`src/rtl/tdc_read_sched_pkg.sv`:
```
// ============================================================================
// tdc_read_sched_pkg : shared TDC widths and read-scheduler state encoding
// Rev 1.0
// ============================================================================
`default_nettype none

package tdc_read_sched_pkg;

    localparam int TDC_DATA_W = 28;
    localparam int TDC_ADDR_W = 4;
    localparam int TMO_CNT_W  = 10;

    typedef enum logic [1:0] {
        S_IDLE  = 2'd0,
        S_ISSUE = 2'd1,
        S_WAIT  = 2'd2,
        S_RESP  = 2'd3
    } tdc_state_t;

endpackage

`default_nettype wire

```
`src/rtl/tdc_read_sched_rr_pick.sv`:
```
// ============================================================================
// rr_pick : combinational round-robin picker, first set req at/after rr_ptr
// Rev 1.0
// ============================================================================
`default_nettype none

module rr_pick #(
    parameter int N_REQ = 4,
    parameter int PTR_W = 2
) (
    input  logic [N_REQ-1:0] req,
    input  logic [PTR_W-1:0] rr_ptr,
    output logic             valid,
    output logic [PTR_W-1:0] winner
);

    int               idx;
    logic [PTR_W-1:0] idx_p;

    always_comb begin
        valid  = 1'b0;
        winner = '0;
        idx    = 0;
        idx_p  = '0;
        for (int k = 0; k < N_REQ; k++) begin
            idx = int'(rr_ptr) + k;
            if (idx >= N_REQ) begin
                idx = idx - N_REQ;
            end
            idx_p = PTR_W'(idx);
            if (!valid && req[idx_p]) begin
                valid  = 1'b1;
                winner = idx_p;
            end
        end
    end

endmodule

`default_nettype wire

```
`src/rtl/tdc_read_sched.sv`:
```
// ============================================================================
// tdc_read_sched : round-robin scheduler of TDC register reads with timeout
// Rev 1.0
// ============================================================================
`default_nettype none

module tdc_read_sched
    import tdc_read_sched_pkg::*;
#(
    parameter int N_REQ    = 4,
    parameter int READ_CYC = 2,
    parameter int TMO_CYC  = 1023
) (
    input  logic                        clk,
    input  logic                        reset_n,
    input  logic [N_REQ-1:0]            req,
    input  logic [TDC_ADDR_W*N_REQ-1:0] req_addr,
    output logic [N_REQ-1:0]            done,
    output logic                        tmo,
    output logic [TDC_DATA_W-1:0]       rsp_data,
    output logic                        busy,
    output logic                        read,
    output logic [TDC_ADDR_W-1:0]       addr_in,
    input  logic [TDC_DATA_W-1:0]       data_out,
    input  logic                        alu_trigger
);

    localparam int PTR_W = (N_REQ > 1) ? $clog2(N_REQ) : 1;
    localparam logic [TMO_CNT_W-1:0] ISSUE_LAST = TMO_CNT_W'(READ_CYC - 1);
    // Timeout fires on the WAIT cycle in which the counter steps up to TMO_CYC.
    localparam logic [TMO_CNT_W-1:0] TMO_LAST   = TMO_CNT_W'(TMO_CYC - 1);

    tdc_state_t           state, state_next;
    logic [PTR_W-1:0]     rr_ptr, winner, pick_idx;
    logic                 pick_valid;
    logic [TMO_CNT_W-1:0] cnt;
    logic                 tmo_flag;
    logic                 grant_en, capture_en, timeout_en, cnt_clr;

    rr_pick #(
        .N_REQ (N_REQ),
        .PTR_W (PTR_W)
    ) u_rr_pick (
        .req    (req),
        .rr_ptr (rr_ptr),
        .valid  (pick_valid),
        .winner (pick_idx)
    );

    always_ff @(posedge clk or negedge reset_n) begin
        if (!reset_n) begin
            state <= S_IDLE;
        end else begin
            state <= state_next;
        end
    end

    always_comb begin
        state_next = state;
        grant_en   = 1'b0;
        capture_en = 1'b0;
        timeout_en = 1'b0;
        cnt_clr    = 1'b0;
        case (state)
            S_IDLE: begin
                if (pick_valid) begin
                    grant_en   = 1'b1;
                    cnt_clr    = 1'b1;
                    state_next = S_ISSUE;
                end
            end
            S_ISSUE: begin
                if (cnt == ISSUE_LAST) begin
                    cnt_clr    = 1'b1;
                    state_next = S_WAIT;
                end
            end
            S_WAIT: begin
                if (alu_trigger) begin
                    capture_en = 1'b1;
                    state_next = S_RESP;
                end else if (cnt == TMO_LAST) begin
                    timeout_en = 1'b1;
                    state_next = S_RESP;
                end
            end
            S_RESP: begin
                cnt_clr    = 1'b1;
                state_next = S_IDLE;
            end
            default: state_next = S_IDLE;
        endcase
    end

    always_ff @(posedge clk or negedge reset_n) begin
        if (!reset_n) begin
            rr_ptr   <= '0;
            winner   <= '0;
            addr_in  <= '0;
            cnt      <= '0;
            tmo_flag <= 1'b0;
            rsp_data <= '0;
        end else begin
            if (grant_en) begin
                winner  <= pick_idx;
                addr_in <= req_addr[{pick_idx, 2'b00} +: TDC_ADDR_W];
                rr_ptr  <= (pick_idx == PTR_W'(N_REQ - 1)) ? '0 : pick_idx + 1'b1;
            end
            if (cnt_clr) begin
                cnt <= '0;
            end else if (state == S_ISSUE || state == S_WAIT) begin
                cnt <= cnt + 1'b1;
            end
            if (capture_en) begin
                rsp_data <= data_out;
                tmo_flag <= 1'b0;
            end else if (timeout_en) begin
                tmo_flag <= 1'b1;
            end
        end
    end

    assign busy = (state != S_IDLE);
    assign read = (state == S_ISSUE);
    assign done = (state == S_RESP) ? (N_REQ'(1) << winner) : '0;
    assign tmo  = (state == S_RESP) & tmo_flag;

endmodule

`default_nettype wire

```
`config.mk`:
```
export PLATFORM = sky130hd
export DESIGN_NAME = tdc_read_sched
export DESIGN_NICKNAME = d
export VERILOG_FILES = /design/src/rtl/tdc_read_sched_pkg.sv /design/src/rtl/tdc_read_sched_rr_pick.sv /design/src/rtl/tdc_read_sched.sv
export SDC_FILE = /design/constraint.sdc
export NUM_CORES = 1
export LEC_CHECK = 0
export ABC_AREA = 1
export CAP_MARGIN = 10
export CORE_ASPECT_RATIO = 1.75
export CORE_MARGIN = 3
export CORE_UTILIZATION = 35
export CTS_BUF_LIST = sky130_fd_sc_hd__clkbuf_8
export DETAILED_ROUTE_END_ITERATION = 8
export HOLD_SLACK_MARGIN = 0.03
export SYNTH_ARGS = -nofsm -noshare
export SYNTH_HDL_FRONTEND = slang
export SYNTH_SLANG_ARGS = --single-unit
```
`constraint.sdc`:
```
create_clock -name clk -period 2.4 [get_ports clk]
set_input_delay 0.6 -clock clk [delete_from_list [all_inputs] [get_ports clk]]
set_output_delay 0.6 -clock clk [all_outputs]
set_load 0.01 [all_outputs]
```
# Word-level counts from Yosys, hierarchy flattened

Cells that the tools add are included.

$add $sub $neg: 9
$lt $le $gt $ge: 8
Equality and inequality tests: 9
Shifts and indexed selects: 2
Multiplexer cells: 40
Bitwise operators: 1
Reduce and logical (&&, ||, !) cells: 12

Operator list:

| kind                                                                         | count |
|---|---|
| 2-bit two-way mux                                                            | 13 |
| 10-bit two-way mux                                                           | 2 |
| 1-bit two-way mux                                                            | 18 |
| 16-bit by 5-bit indexed part select with 4-bit output                        | 1 |
| 2-bit by 3-bit less-than comparator with 1-bit output, second input constant | 4 |
| 10-bit by 1-bit adder with 10-bit output, second input constant              | 1 |
| 10-bit by 1-bit equality test with 1-bit output, second input constant       | 1 |
| 10-bit equality test, second input constant                                  | 1 |
| 3-bit >= comparator, second input constant                                   | 3 |
| 1-bit binary-select mux with 2-bit select                                    | 4 |
| 2-bit case mux with 4 select lines                                           | 1 |
| 2-bit by 1-bit subtractor with 2-bit output, second input constant           | 4 |
| 2-bit by 2-bit adder with 3-bit output, second input constant                | 2 |
| 2-bit equality test, second input constant                                   | 3 |
| 2-bit nonzero test                                                           | 3 |
| 4-bit two-way mux                                                            | 1 |
| 1-bit by 2-bit left shift with 4-bit output, first input constant            | 1 |
| 2-bit by 1-bit adder with 3-bit output, second input constant                | 1 |
| 2-bit by 3-bit >= comparator with 1-bit output, second input constant        | 1 |
| 1-bit logical AND                                                            | 3 |
| 1-bit logical NOT                                                            | 3 |
| 3-bit inequality test, second input constant                                 | 1 |
| 1-bit case mux with 3 select lines                                           | 1 |
| 3-bit AND reduction                                                          | 1 |
| 7 further kinds                                                              | 7 |

Flip-flop bits (word level): 49
Input bits: 51
Output and inout bits: 39
Word-level logic and storage cells: 88

# Logic depth before layout (Yosys ltp)

Gate-level depths: netlist of the first run.

Word-level depth: 17
Mapped depth: 15
Gate-level depth less buffers: 14

# Cells and area by module

From an unflattened synthesis of the first run, not the netlist that was laid out.

Cell total of the unflattened synthesis: 346
Area, all modules: 2672.6 µm²

By module, submodules not included:

| module         | times used | cells each | area an instance (µm²) |
|---|---|---|---|
| tdc_read_sched | 1          | 287        | 2353.5 |
| rr_pick        | 1          | 59         | 319.1 |

# Worst setup path after synthesis of the first run

No wires, ideal clock.

Path type: input to register
From: in req[3]
To: reg rr_ptr[1]
Data arrival time: 1642 ps
Required time: 2276 ps
Path slack: 634 ps
Cell stages on the path: 11
Cell sequence: inv_1 -> nand2_1 -> nand3_1 -> nand2_2 -> nor2_8 -> nand3_4 -> nand2_4 -> buf_6 -> nor2_2 -> a22oi_1 -> nand2_1

Cells in the longest elaborated chain, start to end: 14
Elaborated cells between the ends (all ways): 27
Classes of those cells: add/sub: 1; eq/ne: 1; mux: 19; reduce/logical: 6

Ends and longest elaborated chain:

| element                                                        | RTL line                                    | source |
|---|---|---|
| start, declared                                                | tdc_read_sched.sv:16                        | `input logic [N_REQ-1:0] req,` |
| 1-bit binary-select mux with 2-bit select                      | tdc_read_sched_rr_pick.sv:31                | `if (!valid && req[idx_p]) begin` |
| 1-bit two-way mux (implied by the code)                        | tdc_read_sched_rr_pick.sv:31                |  |
| 1-bit two-way mux                                              | tdc_read_sched_rr_pick.sv:31                |  |
| 1-bit logical NOT                                              | tdc_read_sched_rr_pick.sv:31                |  |
| 1-bit logical AND                                              | tdc_read_sched_rr_pick.sv:31                |  |
| 1-bit two-way mux                                              | tdc_read_sched_rr_pick.sv:31                |  |
| 1-bit logical NOT                                              | tdc_read_sched_rr_pick.sv:31                |  |
| 1-bit logical AND                                              | tdc_read_sched_rr_pick.sv:31                |  |
| 1-bit two-way mux                                              | tdc_read_sched_rr_pick.sv:31                |  |
| 1-bit logical NOT                                              | tdc_read_sched_rr_pick.sv:31                |  |
| 1-bit logical AND                                              | tdc_read_sched_rr_pick.sv:31                |  |
| 2-bit two-way mux or 1-bit two-way mux (tied branches)         | tdc_read_sched_rr_pick.sv:31                |  |
| 2-bit by 1-bit adder with 2-bit output (tied with other cells) | tdc_read_sched.sv:107                       | `rr_ptr <= (pick_idx == PTR_W'(N_REQ - 1)) ? '0 : pick_idx + 1'b1;` |
| 2-bit two-way mux or 1-bit two-way mux (tied branches)         | tdc_read_sched.sv:107, tdc_read_sched.sv:64 |  |
| end signal, assigned                                           | tdc_read_sched.sv:107                       |  |
| end, declared                                                  | tdc_read_sched.sv:34                        | `logic [PTR_W-1:0] rr_ptr, winner, pick_idx;` |

Parallel ways exist; a longest one is shown, timed or not. The select of a mux whose other input is x is not followed.
A chain may end at the register's enable or synchronous reset.

# Worst setup path in the final report of the first run

From: reg state[0]
To: out busy

Cells in the longest elaborated chain, start to end: 1

Ends and longest elaborated chain:

| element                | RTL line              | source |
|---|---|---|
| start, declared        | tdc_read_sched.sv:33  | `tdc_state_t state, state_next;` |
| start signal, assigned | tdc_read_sched.sv:54  | `state <= state_next;` |
| 2-bit nonzero test     | tdc_read_sched.sv:123 | `assign busy = (state != S_IDLE);` |
| end, declared          | tdc_read_sched.sv:21  | `output logic busy,` |

Every way passes these cells.

==> results of run 1 <==
-- Yosys cell counts (2+ instances only) --
| master | number | area share (%) |
|---|---|---|
| a21oi_1 | 4 | 0.73 |
| buf_6 | 2 | 0.82 |
| clkbuf_1 | 6 | 0.82 |
| dfrtp_1 | 49 | 44 |
| ha_1 | 8 | 3.6 |
| inv_1 | 40 | 5.4 |
| inv_2 | 6 | 0.82 |
| nand2_1 | 153 | 21 |
| nand2_2 | 10 | 2.3 |
| nand2_4 | 3 | 1.2 |
| nand3_1 | 20 | 3.6 |
| nand3_2 | 2 | 0.73 |
| nand3_4 | 2 | 1.3 |
| nand4_1 | 13 | 2.9 |
| nor2_1 | 12 | 1.6 |
| nor2_2 | 2 | 0.45 |
| nor3_1 | 10 | 1.8 |
| o21ai_0 | 5 | 0.91 |
| o21ai_2 | 3 | 0.95 |
| xnor2_1 | 2 | 0.64 |
| xor2_1 | 5 | 1.6 |
-- cells by family after synthesis --
family | share of synthesized area, %
compound gates | 3.13
flops | 44.5
xor+xnor | 2.22
simple gates | 38.1
fa+ha+maj | 3.63
buf+inv | 8.44
-- repair_timing --
| action | CTS | global route |
|---|---|---|
| gates resized for setup | 0 | 4 |
| endpoints found under the setup margin | 0 | 4 |
| endpoints found under the hold margin | 0 | 0 |
-- registers in the layout, indices dropped and copies added, names as in the netlist --
name      count
rsp_data     28
rr_ptr        2
winner        2
addr_in       4
cnt          10
tmo_flag      1
state         2
-- worst paths after layout --
| kind | endpoint | slack (ps) | cells past startpoint |
|---|---|---|---|
| hold reg to reg | rsp_data[17] | 480 | 2 |
| min in group clk | rsp_data[17] | 480 | 2 |
| setup / recovery | busy | 130 | 4 |
| setup reg to reg | addr_in[1] | 410 | 11 |
| hold / removal | rsp_data[8] | 390 | 2 |
| max in group asynchronous | state[1] | 1600 | 2 |
-- power by group --
| part | total [mW] | switching, mW | leakage [nW] | internal (mW) |
|---|---|---|---|---|
| clock network | 0.604 | 0.268 | 0.0626 | 0.336 |
| registers | 1.41 | 0.252 | 0.624 | 1.16 |
| logic | 2.83 | 1.61 | 1.35 | 1.22 |
| total | 4.84 | 2.13 | 2.03 | 2.71 |
-- final cells by class --
cell class              instances  share of cell area (%)
clock buffers                   6                    2.13
clock inverters                 2                   0.872
inverters                      47                    4.74
multi-input cells             259                    33.5
flip-flops and latches         49                    31.6
well taps                      88                    2.84
repair buffers                 95                    24.3
-- worst reg2reg max path: stages, from the launching register on --
cell	delay, ps
dfrtp_1	650
nand2_1	140
nand3_1	140
nand2_2	130
nor3_2	220
nand2_1	70
nand2_1	210
inv_2	100
nand3_1	80
nand2_1	50
nand2_1	50
nand2_1	50
-- per-layer routing --
metal	wire (um)	part of all wire, %
met5	0	0
met4	142	2.1
met3	520	7.6
met2	3520	52
met1	2650	39
-- per-stage QoR --
step | setup slack [ps] | hold slack (ps) | std cells | total power [mW]
after floorplan | 634 | 304 | 364 | 3.21
after global placement | 38.6 | 461 | 538 | 4.26
after detailed placement | 22.0 | 464 | 538 | 4.29
after CTS | 35.7 | 404 | 546 | 4.93
after global routing | 22.8 | 452 | 546 | 5.32
final | 132 | 388 | 546 | 4.84
==> impl_results.html, run 1 <==
<table>
<tr><th>Metric</th><th>Value</th></tr>
<tr><th colspan="2">Setup path</th></tr>
<tr><td>Crit path launch</td><td>state[0]</td></tr>
<tr><td>Library cell appearing most often on the critical path</td><td>inv_1</td></tr>
<tr><td>Critical path peak fanout</td><td>4</td></tr>
<tr><td>Worst Path Required</td><td>between 1500 and 2000 ps</td></tr>
<tr><td>Crit. End Element</td><td>output pin</td></tr>
<tr><td>Maximum cell stage delay along the critical path</td><td>around 530 ps</td></tr>
<tr><td>Source of the worst register-to-register timing path</td><td>rr_ptr[0]</td></tr>
<tr><td>Slowest stage cell, crit path</td><td>clkdlybuf4s50_1</td></tr>
<tr><td>WS Path Type</td><td>register to output pin</td></tr>
<tr><td>Worst path cell trace</td><td>inv_1, ha_1, inv_1, clkdlybuf4s50_1</td></tr>
<tr><td>Crit path arrival time</td><td>1670 ps</td></tr>
<tr><td>Setup crit start kind</td><td>register</td></tr>
<tr><td>Top Family by Delay on Critical Path</td><td>buffers and inverters</td></tr>
<tr><td>Number of buffer and inverter instances along the worst setup path</td><td>3</td></tr>
<tr><th colspan="2">GRT</th></tr>
<tr><td>Met1 layer usage reported by global route</td><td>17.3%</td></tr>
<tr><td>GRT met3 Usage</td><td>about 4.3%</td></tr>
<tr><td>Global router's overall resource usage</td><td>around 16%</td></tr>
<tr><td>Wire length of the first global-routing pass</td><td>~12000 um</td></tr>
<tr><td>Pin count of the biggest net entering global routing</td><td>50</td></tr>
<tr><td>Global route hottest layer</td><td>met2</td></tr>
<tr><td>Met2 Use GR</td><td>29.4%</td></tr>
<tr><td>Antenna violations before repair</td><td>0</td></tr>
<tr><td>Via count of the first global-routing pass</td><td>approximately 2600</td></tr>
<tr><td>Aggregate global routing overflow</td><td>0</td></tr>
<tr><th colspan="2">Place</th></tr>
<tr><td>Gp weighted congestion</td><td>0.880</td></tr>
<tr><td>Post-place instance area</td><td>3750 um^2</td></tr>
<tr><td>IO buf count</td><td>between 80 and 90</td></tr>
<tr><td>Post-DP HPWL</td><td>5310 um</td></tr>
<tr><th colspan="2">Routing</th></tr>
<tr><td>Via density per instance</td><td>4.60</td></tr>
<tr><td>DRC violations left</td><td>0</td></tr>
<tr><td>Average routed wire per standard cell</td><td>between 10 and 15 um</td></tr>
<tr><td>Number of DRC markers after the initial detailed-route iteration</td><td>100</td></tr>
<tr><td>Antenna violation net count after detailed routing</td><td>0</td></tr>
<tr><td>Drt pass-1 iters</td><td>4</td></tr>
<tr><td>Total via count in the routed design</td><td>2510</td></tr>
<tr><td>Total Wirelength</td><td>~6800 um</td></tr>
<tr><th colspan="2">Floorplan</th></tr>
<tr><td>Placeable Area</td><td>~7600 um^2</td></tr>
<tr><td>Boundary pin count</td><td>90</td></tr>
<tr><td>Width of the chip</td><td>roughly 73 um</td></tr>
<tr><td>Die height</td><td>123 um</td></tr>
<tr><td>Die area</td><td>between 9000 and 10000 um^2</td></tr>
<tr><td>Initial Util</td><td>approximately 36%</td></tr>
<tr><td>Standard-cell row count</td><td>42</td></tr>
<tr><th colspan="2">Synthesis</th></tr>
<tr><td>Number of library cell types mapped by synthesis</td><td>28</td></tr>
<tr><td>Synthesized Nets</td><td>between 400 and 500</td></tr>
<tr><td>Mean post-synth cell area</td><td>approximately 7.6 um^2</td></tr>
<tr><td>Number of enable flip-flop cells after synthesis</td><td>0</td></tr>
<tr><td>Predominant post-synthesis flop cell</td><td>dfrtp_1</td></tr>
<tr><td>Mapped Area</td><td>around 2800 um^2</td></tr>
<tr><td>Share of synthesized registers carrying an async set or reset</td><td>100%</td></tr>
<tr><td>Post-synthesis sequential element count</td><td>between 40 and 50</td></tr>
<tr><td>Sequential element share of the synthesized area</td><td>44.5%</td></tr>
<tr><td>YS warnings</td><td>0</td></tr>
<tr><td>Number of instances in the synthesized netlist</td><td>around 360</td></tr>
<tr><th colspan="2">STA</th></tr>
<tr><td>Final sum of negative setup slack</td><td>0 ps</td></tr>
<tr><td>Endpoints failing setup</td><td>0</td></tr>
<tr><td>Worst rel slew slack</td><td>between 50% and 60%</td></tr>
<tr><td>Highest clock rate</td><td>approximately 440 MHz</td></tr>
<tr><td>Unrepaired setup endpoints after global routing</td><td>false</td></tr>
<tr><td>Max Transition Viols Final</td><td>0</td></tr>
<tr><td>Fin Clk Skew</td><td>just over 4 ps</td></tr>
<tr><td>Endpoints failing hold</td><td>0</td></tr>
<tr><td>Ratio of final minimum period to clock period</td><td>a little over nine tenths</td></tr>
<tr><td>Tmin final</td><td>around 2300 ps</td></tr>
<tr><td>Actual slew at the worst max-slew pin</td><td>between 600 and 700 ps</td></tr>
<tr><th colspan="2">CTS</th></tr>
<tr><td>Number of clock sinks</td><td>49</td></tr>
<tr><td>Count of hold-fix buffers inserted at cts</td><td>0</td></tr>
<tr><td>Clock root buffer master</td><td>clkbuf_8</td></tr>
<tr><td>Clock latency of the later-clocked register in the worst-skew pair</td><td>310 ps</td></tr>
<tr><td>Htree depth</td><td>2</td></tr>
<tr><td>Clock Pin Slew Worst Setup and Hold Paths</td><td>roughly 80 ps</td></tr>
<tr><td>Clock Path Buffers</td><td>2</td></tr>
<tr><td>Number of buffers created by CTS</td><td>5</td></tr>
<tr><td>Clock tree from TritonCTS</td><td>done</td></tr>
<tr><td>Number of buffers inserted to repair setup after CTS</td><td>0</td></tr>
<tr><th colspan="2">Layout</th></tr>
<tr><td>Register area</td><td>about 1200 um^2</td></tr>
<tr><td># diodes</td><td>0</td></tr>
<tr><td>Non-Filler Cell Area, Final</td><td>around 3900 um^2</td></tr>
<tr><td>Layout net count</td><td>516</td></tr>
<tr><td>Top library cells by usage in the layout, fill and taps aside</td><td>nand2_1, clkdlybuf4s50_1, dfrtp_1</td></tr>
<tr><td>Share of layout cells above drive strength 1</td><td>9.83%</td></tr>
<tr><td>Footprint of the multi-input gates</td><td>1300 um^2</td></tr>
<tr><td>Final core occ</td><td>between 50 and 60%</td></tr>
<tr><td>Area added between synthesis and finish</td><td>40.6%</td></tr>
<tr><td>Most common cell after layout, fill and taps aside</td><td>nand2_1</td></tr>
<tr><td>Filler cells</td><td>roughly 730</td></tr>
<tr><th colspan="2">Run status</th></tr>
<tr><td>Result of the run</td><td>finished clean</td></tr>
<tr><th colspan="2">Flow run</th></tr>
<tr><td>Max-cap viol count</td><td>0</td></tr>
<tr><th colspan="2">Power</th></tr>
<tr><td>Pwr Density</td><td>roughly 1200 nW/um^2</td></tr>
<tr><td>Static leakage</td><td>about 2.0 nW</td></tr>
<tr><td>IR Drop Worst-Case VDD</td><td>603 uV</td></tr>
<tr><th colspan="2">Hold path</th></tr>
<tr><td>Class of the most critical hold timing path</td><td>input pin to asynchronous set/reset pin</td></tr>
</table>
No activity file was read; power rests on OpenSTA's default activity.
==> run 2, diff against run 1 <==
--- a/config.mk
+++ b/config.mk
@@ -6,7 +6,7 @@
 export NUM_CORES = 1
 export LEC_CHECK = 0
 export ABC_AREA = 1
-export CAP_MARGIN = 10
+export CAP_MARGIN = 20
 export CORE_ASPECT_RATIO = 1.75
 export CORE_MARGIN = 3
 export CORE_UTILIZATION = 35
==> results of run 2 <==
The final DEF is identical to that of run 1; final timing and power are the same.
==> run 3, diff against run 2 <==
--- a/config.mk
+++ b/config.mk
@@ -7,12 +7,15 @@
 export LEC_CHECK = 0
 export ABC_AREA = 1
 export CAP_MARGIN = 20
+export CELL_PAD_IN_SITES_DETAIL_PLACEMENT = 1
+export CELL_PAD_IN_SITES_GLOBAL_PLACEMENT = 1
 export CORE_ASPECT_RATIO = 1.75
 export CORE_MARGIN = 3
-export CORE_UTILIZATION = 35
+export CORE_UTILIZATION = 34
 export CTS_BUF_LIST = sky130_fd_sc_hd__clkbuf_8
 export DETAILED_ROUTE_END_ITERATION = 8
 export HOLD_SLACK_MARGIN = 0.03
+export PLACE_DENSITY_LB_ADDON = 0.1
 export SYNTH_ARGS = -nofsm -noshare
 export SYNTH_HDL_FRONTEND = slang
 export SYNTH_SLANG_ARGS = --single-unit
==> impl_results.html, run 3 (same netlist as run 1, synthesis figures left out) <==
<table>
<tr><th>Metric</th><th>Value</th></tr>
<tr><th colspan="2">Layout</th></tr>
<tr><td># diodes</td><td>0</td></tr>
<tr><td>Non-Filler Cell Area, Final</td><td>about 3900 um^2</td></tr>
<tr><td>Layout net count</td><td>520</td></tr>
<tr><td>Filler cells</td><td>around 970</td></tr>
<tr><td>Share of layout cells above drive strength 1</td><td>a little over a tenth</td></tr>
<tr><td>Registers with the highest flip-flop counts</td><td>rsp_data (28), cnt (10), addr_in (4)</td></tr>
<tr><td>Max reg flops</td><td>28</td></tr>
<tr><td>Register name with the most flops</td><td>rsp_data</td></tr>
<tr><td>Area added between synthesis and finish</td><td>42.4%</td></tr>
<tr><td>Top library cells by usage in the layout, fill and taps aside</td><td>nand2_1, clkdlybuf4s50_1, dfrtp_1</td></tr>
<tr><td>Most common cell after layout, fill and taps aside</td><td>nand2_1</td></tr>
<tr><th colspan="2">STA</th></tr>
<tr><td>Max Transition Viols Final</td><td>0</td></tr>
<tr><td>Post-route worst setup slack</td><td>132 ps</td></tr>
<tr><td>Highest clock rate</td><td>441 MHz</td></tr>
<tr><td>Endpoints failing setup</td><td>0</td></tr>
<tr><td>Actual slew at the worst max-slew pin</td><td>~510 ps</td></tr>
<tr><td>Worst rel slew slack</td><td>65.8%</td></tr>
<tr><td>Final sum of negative setup slack</td><td>0 ps</td></tr>
<tr><td>Fin Clk Skew</td><td>~11 ps</td></tr>
<tr><td>Endpoints failing hold</td><td>0</td></tr>
<tr><td>Final hold slack</td><td>239 ps</td></tr>
<tr><td>Tmin final</td><td>2270 ps</td></tr>
<tr><td>Ratio of final minimum period to clock period</td><td>94.5%</td></tr>
<tr><td>Unrepaired setup endpoints after global routing</td><td>false</td></tr>
<tr><th colspan="2">Floorplan</th></tr>
<tr><td>Die height</td><td>about 130 um</td></tr>
<tr><td>Standard-cell row count</td><td>42</td></tr>
<tr><td>Placeable Area</td><td>roughly 7700 um^2</td></tr>
<tr><td>Initial Util</td><td>between 30% and 40%</td></tr>
<tr><td>Boundary pin count</td><td>90</td></tr>
<tr><td>Die area</td><td>9270 um^2</td></tr>
<tr><td>Width of the chip</td><td>approximately 74 um</td></tr>
<tr><th colspan="2">Routing</th></tr>
<tr><td>DRC violations left</td><td>0</td></tr>
<tr><td>Antenna violation net count after detailed routing</td><td>0</td></tr>
<tr><td>Number of DRC markers after the initial detailed-route iteration</td><td>48</td></tr>
<tr><td>Total Wirelength</td><td>between 7000 and 8000 um</td></tr>
<tr><td>Average routed wire per standard cell</td><td>between 10 and 15 um</td></tr>
<tr><td>Via density per instance</td><td>roughly 4.8</td></tr>
<tr><td>Total via count in the routed design</td><td>approximately 2700</td></tr>
<tr><td>Drt pass-1 iters</td><td>4</td></tr>
<tr><th colspan="2">CTS</th></tr>
<tr><td>Clock root buffer master</td><td>clkbuf_8</td></tr>
<tr><td>Number of clock sinks</td><td>roughly 50</td></tr>
<tr><td>Clock tree from TritonCTS</td><td>done</td></tr>
<tr><td>Clock Path Buffers</td><td>2</td></tr>
<tr><td>Number of buffers inserted to repair setup after CTS</td><td>0</td></tr>
<tr><td>Clock latency of the later-clocked register in the worst-skew pair</td><td>around 320 ps</td></tr>
<tr><td>Clock Pin Slew Worst Setup and Hold Paths</td><td>100 ps</td></tr>
<tr><td>Count of hold-fix buffers inserted at cts</td><td>0</td></tr>
<tr><td>Htree depth</td><td>2</td></tr>
<tr><td>Number of buffers created by CTS</td><td>5</td></tr>
<tr><th colspan="2">GRT</th></tr>
<tr><td>Pin count of the biggest net entering global routing</td><td>24</td></tr>
<tr><td>Antenna violations before repair</td><td>0</td></tr>
<tr><td>Via count of the first global-routing pass</td><td>approximately 2900</td></tr>
<tr><td>Global router's overall resource usage</td><td>a little under a fifth</td></tr>
<tr><td>Wire length of the first global-routing pass</td><td>approximately 14000 um</td></tr>
<tr><td>Aggregate global routing overflow</td><td>0</td></tr>
<tr><th colspan="2">Setup path</th></tr>
<tr><td>Source of the worst register-to-register timing path</td><td>rr_ptr[0]</td></tr>
<tr><td>Worst setup slack for register-to-register paths</td><td>340 ps</td></tr>
<tr><td>Setup crit start kind</td><td>register</td></tr>
<tr><td>Worst Path Required</td><td>1800 ps</td></tr>
<tr><td>Number of buffer and inverter instances along the worst setup path</td><td>3</td></tr>
<tr><td>Worst path cell trace</td><td>inv_1, ha_1, inv_1, clkdlybuf4s50_1</td></tr>
<tr><td>Crit path arrival time</td><td>roughly 1700 ps</td></tr>
<tr><td>Top Family by Delay on Critical Path</td><td>buffers and inverters</td></tr>
<tr><td>Worst Reg-to-Reg Cells</td><td>11</td></tr>
<tr><td>Worst reg2reg endpoint</td><td>addr_in[2]</td></tr>
<tr><td>WS Path Type</td><td>register to output pin</td></tr>
<tr><td>Maximum cell stage delay along the critical path</td><td>around 530 ps</td></tr>
<tr><td>Slowest stage cell, crit path</td><td>clkdlybuf4s50_1</td></tr>
<tr><td>Library cell appearing most often on the critical path</td><td>inv_1</td></tr>
<tr><td>Critical path peak fanout</td><td>4</td></tr>
<tr><td>Crit. End Element</td><td>output pin</td></tr>
<tr><th colspan="2">Power</th></tr>
<tr><td>Static leakage</td><td>a little over 2 nW</td></tr>
<tr><td>Net switching component of the power</td><td>approximately 2.2 mW</td></tr>
<tr><td>IR Drop Worst-Case VDD</td><td>approximately 520 uV</td></tr>
<tr><td>Share of power burned in registers</td><td>between 20% and 30%</td></tr>
<tr><td>Clock share of power</td><td>around 13%</td></tr>
<tr><td>Total internal power</td><td>roughly 2.8 mW</td></tr>
<tr><td>Switching share of power</td><td>approximately 44%</td></tr>
<tr><td>Overall power after layout</td><td>around 5.0 mW</td></tr>
<tr><td>Pwr Density</td><td>about 1300 nW/um^2</td></tr>
<tr><td>Fraction of power consumed by combinational cells</td><td>59.6%</td></tr>
<tr><th colspan="2">Place</th></tr>
<tr><td>IO buf count</td><td>slightly below 90</td></tr>
<tr><td>Post-DP HPWL</td><td>~6400 um</td></tr>
<tr><td>Post-place instance area</td><td>roughly 3800 um^2</td></tr>
<tr><td>Gp weighted congestion</td><td>between 0.8 and 0.9</td></tr>
<tr><td>Worst setup slack after placement</td><td>-86.3 ps</td></tr>
<tr><th colspan="2">Run status</th></tr>
<tr><td>Result of the run</td><td>finished clean</td></tr>
<tr><th colspan="2">Hold path</th></tr>
<tr><td>Class of the most critical hold timing path</td><td>input pin to asynchronous set/reset pin</td></tr>
<tr><th colspan="2">Flow run</th></tr>
<tr><td>Max-cap viol count</td><td>0</td></tr>
</table>
## run 3: layout make-up
type	count	area, um^2	share of cell area (%)
timing repair buffer	99	988	25.2
inverter	47	184	4.68
clock buffer	6	82.6	2.10
multi-input combinational	259	1300	33.1
sequential	49	1230	31.2
clock inverter	2	37.5	0.956
tap	88	110	2.80
## run 3: repair_timing
item                                    4_1_cts  5_1_grt
cloned                                        0        0
endpoints found under the setup margin        2        2
endpoints found under the hold margin         0        0
resized for setup                             2        2
## run 3: routing by layer
| metal | wire length, um | up-vias | track usage, % | share of wire (%) |
|---|---|---|---|---|
| li1 | - | 1314 | - | - |
| met1 | 2820 | 1265 | 19.5 | 36 |
| met2 | 4450 | 61 | 34.4 | 57 |
| met3 | 404 | 11 | 3.61 | 5.2 |
| met4 | 166 | 0 | 6.40 | 2.1 |
| met5 | 0 | - | 0 | 0 |
## run 3: power groups by stage
stage,sequential (mW),clock (mW),combinational (mW)
floorplan,1.47,0,1.74
global placement,1.41,0,2.99
detailed placement,1.41,0,3.07
CTS,1.41,0.657,3.08
global route,1.45,0.687,3.40
finish,1.40,0.636,3.00
## run 3: worst max path at each step
stage               slack [ps]  cells past startpoint         end     start
global route                 5                      4        busy  state[1]
finish                     130                      4        busy  state[0]
CTS                         30                      4     done[3]  state[1]
floorplan                  630                     11   rr_ptr[1]    req[3]
global placement            30                     13  addr_in[3]    req[3]
detailed placement         -90                     13  addr_in[2]    req[3]
## run 3: through the flow
stage | std cells | util (%)
global placement | 542 | 49.3
detailed placement | 542 | 49.3
global route | 550 | 50.8
floorplan | 364 | -
finish | 550 | 50.8
CTS | 550 | 50.8
